[src/rtl/axi_wbeat_addr_gen_if.sv]
// AW-command in / per-beat write-address out bundle for axi_wbeat_addr_gen.
// The master drives commands and takes beats; the slave is the generator.
interface axi_wbeat_addr_gen_if #(
    parameter int AW = 32
);
    logic          cmd_valid;
    logic          cmd_ready;
    logic [AW-1:0] cmd_addr;
    logic [7:0]    cmd_len;
    logic [2:0]    cmd_size;
    logic [1:0]    cmd_burst;
    logic          beat_valid;
    logic          beat_ready;
    logic [AW-1:0] beat_addr;
    logic [7:0]    beat_idx;
    logic          beat_last;
    logic [3:0]    cmd_err;

    modport master (
        output cmd_valid, cmd_addr, cmd_len, cmd_size, cmd_burst, beat_ready,
        input  cmd_ready, beat_valid, beat_addr, beat_idx, beat_last, cmd_err
    );

    modport slave (
        input  cmd_valid, cmd_addr, cmd_len, cmd_size, cmd_burst, beat_ready,
        output cmd_ready, beat_valid, beat_addr, beat_idx, beat_last, cmd_err
    );
endinterface

[src/rtl/axi_wbeat_addr_gen.sv]
// Expands one AW command into per-beat addresses with last flag and error flags.
// Beat 0 appears the cycle after accept; beats freeze while beat_ready is low.
module axi_wbeat_addr_gen #(
    parameter int AW = 32,
    parameter int DW = 64
) (
    input  logic                  axi_aclk,
    input  logic                  rst_n,
    axi_wbeat_addr_gen_if.slave   bus
);
    localparam int          EW       = AW + 9;
    localparam logic [2:0]  MAX_SIZE = 3'($clog2(DW / 8));
    localparam logic [1:0]  BURST_FIXED = 2'b00;
    localparam logic [1:0]  BURST_INCR  = 2'b01;
    localparam logic [1:0]  BURST_WRAP  = 2'b10;
    localparam logic [1:0]  BURST_RSVD  = 2'b11;
    localparam logic [EW-1:0] PAGE_MASK = {{9{1'b0}}, {(AW-12){1'b1}}, 12'h000};

    typedef enum logic {ST_IDLE, ST_BURST} state_t;

    state_t        state_q, state_d;
    logic [AW-1:0] addr_q, addr_d;
    logic [AW-1:0] lower_q, lower_d;
    logic [AW-1:0] wrap_w_q, wrap_w_d;
    logic [7:0]    idx_q, idx_d;
    logic [7:0]    rem_q, rem_d;
    logic          last_q, last_d;
    logic [2:0]    size_q, size_d;
    logic [1:0]    burst_q, burst_d;
    logic [3:0]    err_q, err_d;

    logic          beat_take;
    logic          cmd_take;
    logic          wrap_len_ok;
    logic [1:0]    new_burst;
    logic [3:0]    new_err;
    logic [EW-1:0] new_bytes;
    logic [EW-1:0] new_end;
    logic [AW-1:0] new_w;
    logic [AW-1:0] b_cur;
    logic [AW-1:0] a_inc;
    logic [AW-1:0] next_addr;

    assign bus.beat_valid = (state_q == ST_BURST);
    assign bus.beat_addr  = addr_q;
    assign bus.beat_idx   = idx_q;
    assign bus.beat_last  = last_q;
    assign bus.cmd_err    = err_q;

    assign beat_take     = bus.beat_valid && bus.beat_ready;
    assign bus.cmd_ready = (state_q == ST_IDLE) || (beat_take && last_q);
    assign cmd_take      = bus.cmd_valid && bus.cmd_ready;

    // Command decode: total burst bytes and end address are kept wide so a
    // burst running past the top of the address space still shows as a crossing.
    always_comb begin
        wrap_len_ok = (bus.cmd_len == 8'd1) || (bus.cmd_len == 8'd3) ||
                      (bus.cmd_len == 8'd7) || (bus.cmd_len == 8'd15);
        new_bytes   = EW'({1'b0, bus.cmd_len} + 9'd1) << bus.cmd_size;
        new_end     = {9'b0, bus.cmd_addr} + new_bytes - EW'(1);
        new_w       = new_bytes[AW-1:0];
        new_burst   = bus.cmd_burst;
        new_err     = 4'b0000;
        if (bus.cmd_burst == BURST_RSVD) begin
            new_burst  = BURST_INCR;
            new_err[0] = 1'b1;
        end else if ((bus.cmd_burst == BURST_WRAP) && !wrap_len_ok) begin
            new_burst  = BURST_INCR;
            new_err[1] = 1'b1;
        end
        new_err[2] = (new_burst == BURST_INCR) &&
                     (|(({9'b0, bus.cmd_addr} ^ new_end) & PAGE_MASK));
        new_err[3] = (bus.cmd_size > MAX_SIZE);
    end

    // Next beat address from the aligned current address.
    always_comb begin
        b_cur = AW'(1) << size_q;
        a_inc = (addr_q & ~(b_cur - AW'(1))) + b_cur;
        case (burst_q)
            BURST_FIXED: next_addr = addr_q;
            BURST_WRAP:  next_addr = (a_inc == (lower_q + wrap_w_q)) ? lower_q : a_inc;
            default:     next_addr = a_inc;
        endcase
    end

    always_comb begin
        state_d  = state_q;
        addr_d   = addr_q;
        lower_d  = lower_q;
        wrap_w_d = wrap_w_q;
        idx_d    = idx_q;
        rem_d    = rem_q;
        last_d   = last_q;
        size_d   = size_q;
        burst_d  = burst_q;
        err_d    = err_q;
        if (cmd_take) begin
            state_d  = ST_BURST;
            addr_d   = bus.cmd_addr;
            lower_d  = bus.cmd_addr & ~(new_w - AW'(1));
            wrap_w_d = new_w;
            idx_d    = 8'd0;
            rem_d    = bus.cmd_len;
            last_d   = (bus.cmd_len == 8'd0);
            size_d   = bus.cmd_size;
            burst_d  = new_burst;
            err_d    = new_err;
        end else if (beat_take) begin
            if (last_q) begin
                state_d = ST_IDLE;
                err_d   = 4'b0000;
            end else begin
                addr_d = next_addr;
                idx_d  = idx_q + 8'd1;
                rem_d  = rem_q - 8'd1;
                last_d = (rem_q == 8'd1);
            end
        end
    end

    always_ff @(posedge axi_aclk or negedge rst_n) begin
        if (!rst_n) begin
            state_q  <= ST_IDLE;
            addr_q   <= '0;
            lower_q  <= '0;
            wrap_w_q <= '0;
            idx_q    <= 8'd0;
            rem_q    <= 8'd0;
            last_q   <= 1'b0;
            size_q   <= 3'd0;
            burst_q  <= BURST_FIXED;
            err_q    <= 4'b0000;
        end else begin
            state_q  <= state_d;
            addr_q   <= addr_d;
            lower_q  <= lower_d;
            wrap_w_q <= wrap_w_d;
            idx_q    <= idx_d;
            rem_q    <= rem_d;
            last_q   <= last_d;
            size_q   <= size_d;
            burst_q  <= burst_d;
            err_q    <= err_d;
        end
    end
endmodule

[src/flat_wrapper.sv]
// flat-port wrapper written by rule: the top's interface ports become plain ports
module axi_wbeat_addr_gen_flat 
#(
    parameter int AW = 32,
    parameter int DW = 64
)
  (axi_aclk, rst_n, bus_cmd_valid, bus_cmd_addr, bus_cmd_len, bus_cmd_size, bus_cmd_burst, bus_beat_ready, bus_cmd_ready, bus_beat_valid, bus_beat_addr, bus_beat_idx, bus_beat_last, bus_cmd_err);
  axi_wbeat_addr_gen_if #(.AW(AW)) bus_i ();
  input  logic axi_aclk;
  input  logic rst_n;
  input wire logic [$bits(bus_i.cmd_valid)-1:0] bus_cmd_valid;
  input wire logic [$bits(bus_i.cmd_addr)-1:0] bus_cmd_addr;
  input wire logic [$bits(bus_i.cmd_len)-1:0] bus_cmd_len;
  input wire logic [$bits(bus_i.cmd_size)-1:0] bus_cmd_size;
  input wire logic [$bits(bus_i.cmd_burst)-1:0] bus_cmd_burst;
  input wire logic [$bits(bus_i.beat_ready)-1:0] bus_beat_ready;
  output wire logic [$bits(bus_i.cmd_ready)-1:0] bus_cmd_ready;
  output wire logic [$bits(bus_i.beat_valid)-1:0] bus_beat_valid;
  output wire logic [$bits(bus_i.beat_addr)-1:0] bus_beat_addr;
  output wire logic [$bits(bus_i.beat_idx)-1:0] bus_beat_idx;
  output wire logic [$bits(bus_i.beat_last)-1:0] bus_beat_last;
  output wire logic [$bits(bus_i.cmd_err)-1:0] bus_cmd_err;
  assign bus_i.cmd_valid = bus_cmd_valid;
  assign bus_i.cmd_addr = bus_cmd_addr;
  assign bus_i.cmd_len = bus_cmd_len;
  assign bus_i.cmd_size = bus_cmd_size;
  assign bus_i.cmd_burst = bus_cmd_burst;
  assign bus_i.beat_ready = bus_beat_ready;
  assign bus_cmd_ready = bus_i.cmd_ready;
  assign bus_beat_valid = bus_i.beat_valid;
  assign bus_beat_addr = bus_i.beat_addr;
  assign bus_beat_idx = bus_i.beat_idx;
  assign bus_beat_last = bus_i.beat_last;
  assign bus_cmd_err = bus_i.cmd_err;
  axi_wbeat_addr_gen #(.AW(AW), .DW(DW)) u_core (.axi_aclk(axi_aclk), .rst_n(rst_n), .bus(bus_i));
endmodule
[config.mk]
export PLATFORM = sky130hd
export DESIGN_NAME = axi_wbeat_addr_gen_flat
export DESIGN_NICKNAME = d
export VERILOG_FILES = /design/src/rtl/axi_wbeat_addr_gen_if.sv /design/src/rtl/axi_wbeat_addr_gen.sv /design/src/flat_wrapper.sv
export SDC_FILE = /design/constraint.sdc
export NUM_CORES = 1
export LEC_CHECK = 0
export ABC_AREA = 1
export CAP_MARGIN = 25
export CELL_PAD_IN_SITES_DETAIL_PLACEMENT = 1
export CELL_PAD_IN_SITES_GLOBAL_PLACEMENT = 1
export CORE_MARGIN = 4
export CORE_UTILIZATION = 40
export DETAILED_ROUTE_END_ITERATION = 10
export GPL_TIMING_DRIVEN = 0
export HOLD_SLACK_MARGIN = 0.03
export PLACE_DENSITY = 0.9
export SKIP_LAST_GASP = 1
export SYNTH_ARGS = -nofsm -noshare
export SYNTH_HDL_FRONTEND = slang
export SYNTH_SLANG_ARGS = --single-unit
[constraint.sdc]
create_clock -name axi_aclk -period 4.9 [get_ports axi_aclk]
set_input_delay 0.49 -clock axi_aclk [delete_from_list [all_inputs] [get_ports axi_aclk]]
set_output_delay 0.49 -clock axi_aclk [all_outputs]
set_load 0.02 [all_outputs]
==> Yosys cells after proc, flatten, opt, wreduce, memory -nomap -nowiden <==
Cells that the tools add are included.
{ "totals": {"register_bits": 123, "inputBits": 49, "output_inout_bits": 47, "word_cells": 83} }
{ "classes": {"addsub": 9, "n_lt_le_gt_ge": 1, "n_eq_ne": 12, "n_shift": 2, "mux": 25, "n_bitwise": 6, "reduce_logical": 18} }
{ "op_table": {"columns": ["op", "n"], "rows": [
  ["$mux 32", 4],
  ["$add 32x32->32", 3],
  ["$sub 32x1->32 const B", 3],
  ["$and 32x32->32", 2],
  ["$not 32->32", 2],
  ["$pmux 32 s2", 1],
  ["$mux 8", 6],
  ["$shl 41x3->32", 1],
  ["$eq 32x32->1", 1],
  ["$shl 1x3->32 const A", 1],
  ["$xor 32x32->32", 1],
  ["$reduce_or 20->1", 1],
  ["$eq 8x1->1 const B", 2],
  ["$mux 4", 3],
  ["$add 8x1->9 const B", 1],
  ["$mux 1", 9],
  ["$add 8x1->8 const B", 1],
  ["$eq 8x2->1 const B", 1],
  ["$eq 8x3->1 const B", 1],
  ["$eq 8x4->1 const B", 1],
  ["$logic_not 8->1", 1],
  ["$sub 8x1->8 const B", 1],
  ["$eq 2x2->1 const B", 3],
  ["$logic_and 1x1->1", 5],
  ["12 further kinds", 18]
]} }

==> Depth between registers and ports, before layout <==
Gate-level depths: netlist of run 1.
{ "depth": {"depth_word": 11, "mapped_depth": 34, "depth_no_buf": 34} }

==> Worst setup path before layout of run 1 <==
No wires, ideal clock.
{ "synth_path": {"kind": "in2reg", "startpoint": "input port bus_cmd_len[2]", "endpoint": "register u_core.err_q[2], in the netlist u_core.bus.cmd_err[2]", "setup_ns": 0.117, "arrival_time_ns": 3.676, "t_required_ns": 4.783, "path_slack_ns": 1.107, "cell_stages": 29, "n_path_buf": 0, "path_cell_list": "nand3_1 -> nor2_1 -> nand2_1 -> xnor2_1 -> or2_2 -> o21ai_0 -> nand2_1 -> o21ai_0 -> nand2_1 -> nand2_1 -> inv_1 -> or2_2 -> nand2_1 -> ha_1 -> a21oi_1 -> o21a_1 -> o21ai_0 -> a21oi_1 -> o21ai_0 -> and2_1 -> a21oi_1 -> xor2_1 -> nand2_1 -> nor2_1 -> nand2_1 -> nor2_1 -> nand3_1 -> nand2_1 -> nand2_1"} }
{ "synth_via": {"elab_chain_len": 11, "word_cells_on_any_way": 20, "cone_classes": "3 x add/sub; 5 x eq/ne; 1 x shift; 3 x mux; 1 x bitwise; 7 x reduce/logical"} }
{ "synth_lines": {"columns": ["item", "line_no", "text"], "rows": [
  ["start: declaration", "flat_wrapper.sv:13", "input wire logic [$bits(bus_i.cmd_len)-1:0] bus_cmd_len;"],
  ["branches (longest 9 deep; another with $add 32x32->32)", null, null],
  ["$logic_and 1x1->1 (*)", "axi_wbeat_addr_gen.sv:71", "new_err[2] = (new_burst == BURST_INCR) &&"],
  ["$mux 4 (*)", "axi_wbeat_addr_gen.sv:98", "if (cmd_take) begin"],
  ["end signal: assignment", "axi_wbeat_addr_gen.sv:144", "err_q <= err_d;"],
  ["end: declaration", "axi_wbeat_addr_gen.sv:30", "logic [3:0] err_q, err_d;"]
]} }
Mark *: on every way between the ends.
A chain may end at the register's enable or synchronous reset.

==> Worst setup path after layout of run 1 <==
{ "layout_path": {"startpoint": "input port bus_cmd_len[7]", "endpoint": "register u_core.err_q[2], in the netlist u_core.bus.cmd_err[2]"} }
Same word-level chain as after synthesis.

==> summary.txt, run 1 <==
Yosys cell types - 58
Syn. warnings - 0
Maxcap violations - 0
Tightest Pin Transition - 795 ps
CP startpoint kind - input port
Netlist Area Pre-Place - 11600 sq um
Hold/Removal Path Class - input port to asynchronous set/reset pin
Worst EP arrival - 4800 ps
CTS root buf - clkbuf_16
R2R depth - 27
Largest net degree at the start of global routing - 59
Total power - 0.00718 W
Crit path time final - 4540 ps
CP Max Fanout - 5
Ys async rst share - 100%
Normalized max-slew margin - 47.0%
Gr ovfl total - 0
Max clock buf depth - 2
Die W - 178 microns
CTS clk-pin slew, worst paths - 80 ps
DR vias - 13.5k
Antenna violations before repair - 0
Max-slew violation count - 0
Overall routing resource usage - 28.8%
Via density - 5.64
Layout cell share with drive strength beyond 1 - 5.93%
Placed cells - 2375
Syn Nets - 2011
Post-Route WL - 46.1 mm
Critical Path Most Common Cell - nand2_1
Die Ht - 178 microns
Ant. Diodes - 0
Primary FF master, synth - dfrtp_1
Core ar. - 28700 sq um
CP max stage delay - 530 ps
Initial core utilization - 40.4%
Power Density - 534 nW/um^2
TritonCTS clock tree - yes
GP Congestion - 0.928
Post-Synthesis Cells - 1895
Post-synth EDFFs - 0
Initial DRC Count - 1047
Router iterations before antenna repair - 5
Post-synth top area share - 23.1%
Most frequent cells in the layout - nand2_1, inv_1, nor2_1, nand3_1
Worst vdd ir - 0.000225 V
DR WL/cell - 19.3 microns
Area Overhead vs Synth - 15.8%
Vias in the first global route - 13.9k
RSZ-0062 raised after global routing - false
Worst setup path class - input port to flop
# DRC - 0
Post-Layout Cell Count - 2391
Commonest non-fill, non-tap cell in the layout - nand2_1
Final setup vio count - 0
Yosys reg bits - 107
Register area share after synthesis - 23.1%
Final nets - 2118
Avg Cell Area, Syn - 6.13 sq um
Clock sink total - 107
Tcrit/Tclk final - 92.7%
Most area-hungry cell type in the Yosys netlist - dfrtp_1
Post-placement cell area - 13100 sq um
Critical path capture point type - flop
Slowest-stage cell, CP - clkdlybuf4s50_1
HPWL after DPL - 38.6 mm
Io pins - 96
Htree depth - 3
Port buffer count - 95
CTS buffer count - 9
Pleak - 6.79 nW
First-pass GRT wire length - 72.9 mm
Clk_lat worst skew - 360 ps
Rows - 62
Clk_skew - 12.1 ps
Maximum clock rate - 220 MHz
WHS - 196 ps
Design area - 13400 sq um
Crit path required time - 5160 ps
Status - complete, no violations
Hold Vio Cnt, Final - 0
Final ANT Viol Nets - 0
Main area contributors after synthesis - dfrtp_1, nand2_1, inv_1
Finished Core Util - 46.8%
Post-CTS Hold Buffers - 0
Die area - 31800 sq um
[worst max-delay path: cells and delay by family]
family,cells,cell delay (ps)
buffers and inverters,4,820
XOR/XNOR,1,170
AO/OA/AOI/OAI,5,750
adder cells (fa/ha/maj),2,630
AND/OR/NAND/NOR,13,1950
[final timing paths]
path                       slack [ps]                start                        to
setup / recovery                  360       bus_cmd_len[7]     u_core.bus.cmd_err[2]
hold / removal                    200                rst_n           u_core.rem_q[0]
setup reg to reg                  770     u_core.size_q[0]  u_core.bus.beat_addr[13]
hold reg to reg                   510  u_core.wrap_w_q[14]       u_core.wrap_w_q[14]
max in group asynchronous        3960                rst_n        u_core.lower_q[18]
min in group axi_aclk             450       bus_cmd_len[3]           u_core.rem_q[3]
[synth_stat cells, drive strengths merged, types with 8 or more instances]
cell,count
inv,274
a21oi,79
nor3,41
clkbuf,22
nand4,25
o21ai,153
dfrtp,107
o21bai,32
nand3b,8
ha,66
xnor2,15
nor4,9
or2,16
nor2,176
buf,15
nand2,582
xor2,51
o22ai,19
nand3,160
[sequential cells by signal, indices dropped and copies added (netlist names)]
name                   flops
u_core.size_q              3
u_core.bus.beat_valid      1
u_core.rem_q               8
u_core.bus.beat_addr      32
u_core.burst_q             2
u_core.wrap_w_q           16
u_core.bus.cmd_err         4
u_core.bus.beat_idx        8
u_core.lower_q            32
u_core.bus.beat_last       1
[kinds of logic after synthesis]
kind of cell,count (synthesis),synth area share [%]
AOI/OAI and AO/OA,320,15.7
xor gates and xnor gates,66,5.04
adders and majority gates,67,7.29
buffers and inverters,311,10.6
DFF,107,23.1
and+or+nand+nor,1024,38.3
[where the power goes]
part           internal, W  switching (W)
sequential         0.00126       0.000488
combinational      0.00163        0.00306
clock             0.000381       0.000363
total              0.00327        0.00391
[repair_timing]
action                                  CTS  global route
pin swaps                                 1             2
resized for setup                        13            25
setup buffers                             0             0
endpoints found under the setup margin    1             1
[per-layer routing]
| layer | part of all wire, % | global-route usage (%) | up-vias |
|---|---|---|---|
| met1 | 44 | 38.2 | 6628 |
| met5 | 0 | 0 | - |
| met3 | 4.8 | 2.18 | 94 |
| met2 | 48 | 49.3 | 394 |
| met4 | 3.8 | 10.6 | 0 |
| li1 | - | - | 6369 |
[area by class of cell]
type                            instances  area [sq um]
Timing Repair Buffer                   96           981
Sequential cell                       107          2680
Multi-Input combinational cell       1477          7780
Inverter                              274          1030
Clock inverter                          5          45.0
Tap cell                              384           480
Buffer                                 37           198
Clock buffer                           11           253
Fill cell                            3966         15300
[per-stage QoR]
step	setup slack (ps)	setup TNS, ps
floorplan	1110	0
detailed placement	-782	-782
CTS	8.27	0
global placement	-808	-86090
global route	8.43	0
finish	358	0
(Power assumes the default switching activity.)
==> inputs of run 2 (changes only) <==
--- a/config.mk
+++ b/config.mk
@@ -7,14 +7,14 @@
 export LEC_CHECK = 0
 export ABC_AREA = 1
 export CAP_MARGIN = 25
-export CELL_PAD_IN_SITES_DETAIL_PLACEMENT = 1
-export CELL_PAD_IN_SITES_GLOBAL_PLACEMENT = 1
+export CELL_PAD_IN_SITES_DETAIL_PLACEMENT = 2
+export CELL_PAD_IN_SITES_GLOBAL_PLACEMENT = 2
 export CORE_MARGIN = 4
-export CORE_UTILIZATION = 40
+export CORE_UTILIZATION = 35
 export DETAILED_ROUTE_END_ITERATION = 10
 export GPL_TIMING_DRIVEN = 0
 export HOLD_SLACK_MARGIN = 0.03
-export PLACE_DENSITY = 0.9
+export PLACE_DENSITY = 0.95
 export SKIP_LAST_GASP = 1
 export SYNTH_ARGS = -nofsm -noshare
 export SYNTH_HDL_FRONTEND = slang
==> run 2 against run 1 <==
Compared with the run above: sequential power grew 7%; sequential share of layout area shrank 0.31 points; highest routed layer is now met5; clock skew grew 7.6 ps; final cell count grew 2.8%; setup slack lost 330 ps; register-to-register slack lost 730 ps; global-route usage grew 9.9 points; combinational power grew 21%; total power grew 16%; fmax shrank 6.7%.
==> summary.txt, run 2 (synthesis results as in run 1) <==
RR Startpoint - u_core.lower_q[14]
Final setup vio count - 0 (unchanged)
Power Density - 612 nW/um^2 (+15%)
Overall routing resource usage - 38.7% (+9.9 points)
Max clock buf depth - 2 (unchanged)
Setup crit start - bus_cmd_len[0]
Via density - 6.39 (+13%)
Gr ovfl total - 0 (unchanged)
Vias in the first global route - 17.0k (+22%)
Critical path capture point type - flop
Die W - 190 microns (+6.6%)
Area Overhead vs Synth - 17.7%
Critical Path Most Common Cell - nand2_1
Hold Vio Cnt, Final - 0 (unchanged)
Met1 Use GR - 46.2% (+8.0 points)
TNS Setup - 0 ps (unchanged)
Tcrit/Tclk final - 99.4% (+6.7 points)
Tightest Pin Transition - 858 ps (+63.2 ps)
Worst vdd ir - 0.000200 V (-11%)
CP Max Fanout - 7 (+2)
Initial DRC Count - 1706 (+63%)
Maxcap violations - 0 (unchanged)
Total power - 0.00836 W (+16%)
Router iterations before antenna repair - 5 (unchanged)
Largest net degree at the start of global routing - 60 (+1.7%)
DR vias - 15.7k (+16%)
Net Switching - 0.00508 W (+30%)
Hold/Removal Path Class - input port to asynchronous set/reset pin
CP startpoint kind - input port
First-pass GRT wire length - 107 mm (+47%)
Switching share of power - 60.8% (+6.4 points)
TritonCTS clock tree - yes
Io pins - 96 (unchanged)
Clk_lat worst skew - 400 ps (+40 ps)
Clk_skew - 19.6 ps (+7.56 ps)
Normalized max-slew margin - 42.8% (-4.2 points)
RSZ-0062 raised after global routing - true
DR WL/cell - 30.6 microns (+59%)
Die area - 36100 sq um (+14%)
Final nets - 2125 (+0.33%)
Commonest non-fill, non-tap cell in the layout - nand2_1
Htree depth - 3 (unchanged)
Post-Route WL - 75.2 mm (+63%)
Crit path required time - 5190 ps (+30 ps)
Core ar. - 32600 sq um (+14%)
Layout cell share with drive strength beyond 1 - 7.70% (+1.8 points)
Clock power share - 10.1% (-0.3 points)
Antenna violations before repair - 4 (+4)
Worst EP arrival - 5160 ps (+360 ps)
CTS buffer count - 9 (unchanged)
CP max stage delay - 340 ps (-190 ps)
WHS - 146 ps (-49.9 ps)
Gr busiest metal - met2
Most frequent cells in the layout - nand2_1, inv_1, nor2_1, nand3_1, dfrtp_1
Status - complete, no violations
Clock sink total - 107 (unchanged)
Final ANT Viol Nets - 0 (unchanged)
Die Ht - 190 microns (+6.6%)
CTS root buf - clkbuf_16
Worst setup path class - input port to flop
Combinational power share - 67.4% (+2.2 points)
Max-slew violation count - 0 (unchanged)
Pleak - 6.81 nW (+0.35%)
Crit path time final - 4870 ps (+327 ps)
Port buffer count - 95 (unchanged)
CTS clk-pin slew, worst paths - 100 ps (+20 ps)
Maximum clock rate - 205 MHz (-6.7%)
Internal power - 0.00328 W (+0.20%)
Met2 Usage GRT - 65.8% (+17 points)
Rows - 66 (+6.5%)
Slowest-stage cell, CP - ha_2
Met3 Usage GRT - 6.09% (+3.9 points)
# DRC - 0 (unchanged)
Share of power burned in registers - 22.5% (-1.9 points)
HPWL after DPL - 49.8 mm (+29%)
Initial core utilization - 35.6% (-4.9 points)
GP Congestion - 0.952 (+2.6%)
run 2: cell count changes in the layout (fill, tap and decap cells not counted), sizes merged:
cell          delta
buf              +9
clkbuf           -2
clkinv           -1
clkinvlp         +1
diode            +2
dlymetal6s2s     -2
inv              +2
run 2: final timing paths:
check,endpoint,slack [ps],depth (start not counted)
worst min register to register,u_core.bus.cmd_err[3],570,2
max in group asynchronous,u_core.bus.beat_addr[28],3930,2
worst max-delay path,u_core.bus.cmd_err[2],30,30
min in group axi_aclk,u_core.rem_q[3],450,3
worst max register to register,u_core.bus.beat_addr[13],40,21
worst min-delay path,u_core.rem_q[3],150,1
run 2: area by class of cell:
type	count	area (sq um)
multi-input cells	1477	7890
inverters	274	1030
diodes	2	5.00
fillers	3993	19000
repair buffers	104	1030
clock buffers	9	225
flip-flops and latches	107	2680
clock inverters	7	58.8
plain buffers	36	195
well taps	442	553
run 2: per-stage QoR:
stage	cell area [sq um]	util [%]	worst slack, ps	std cells
CTS	13500	41.5	6.98	2452
finish	13700	41.9	30.8	2458
detailed placement	13100	40.3	-1070	2433
floorplan	11600	-	1110	1895
global placement	13100	40.2	-844	2432
global route	13700	41.9	-151	2456
run 2: worst max-delay path, delay by kind of cell:
kind / cells / cell delay [ps]
fa+ha+maj: 1 / 340
compound gates: 7 / 1120
simple gates: 18 / 2520
buf+inv: 2 / 290
xor+xnor: 2 / 370
run 2: power by group through the flow:
stage	clock network [W]	registers, W	logic (W)
after floorplan	0	0.00174	0.00291
after global placement	0	0.00172	0.00439
after detailed placement	0	0.00178	0.00491
after CTS	0.000784	0.00179	0.00521
after global routing	0.000843	0.00188	0.00590
final	0.000842	0.00188	0.00564
run 2: per-layer routing:
layer / vias to the layer above / routed length [microns] / part of all wire, %
met4: 4 / 5770 / 7.7
met1: 7886 / 28700 / 38
met2: 1021 / 34900 / 46
li1: 6386 / - / -
met5: - / 32 / 0.043
met3: 398 / 5750 / 7.6
run 2: repair_timing:
item,in CTS,in global routing
endpoints found under the setup margin,1,14
resized for setup,35,46
hold buffers,0,0
cloned,0,0
setup buffers,3,5
pin swaps,4,4
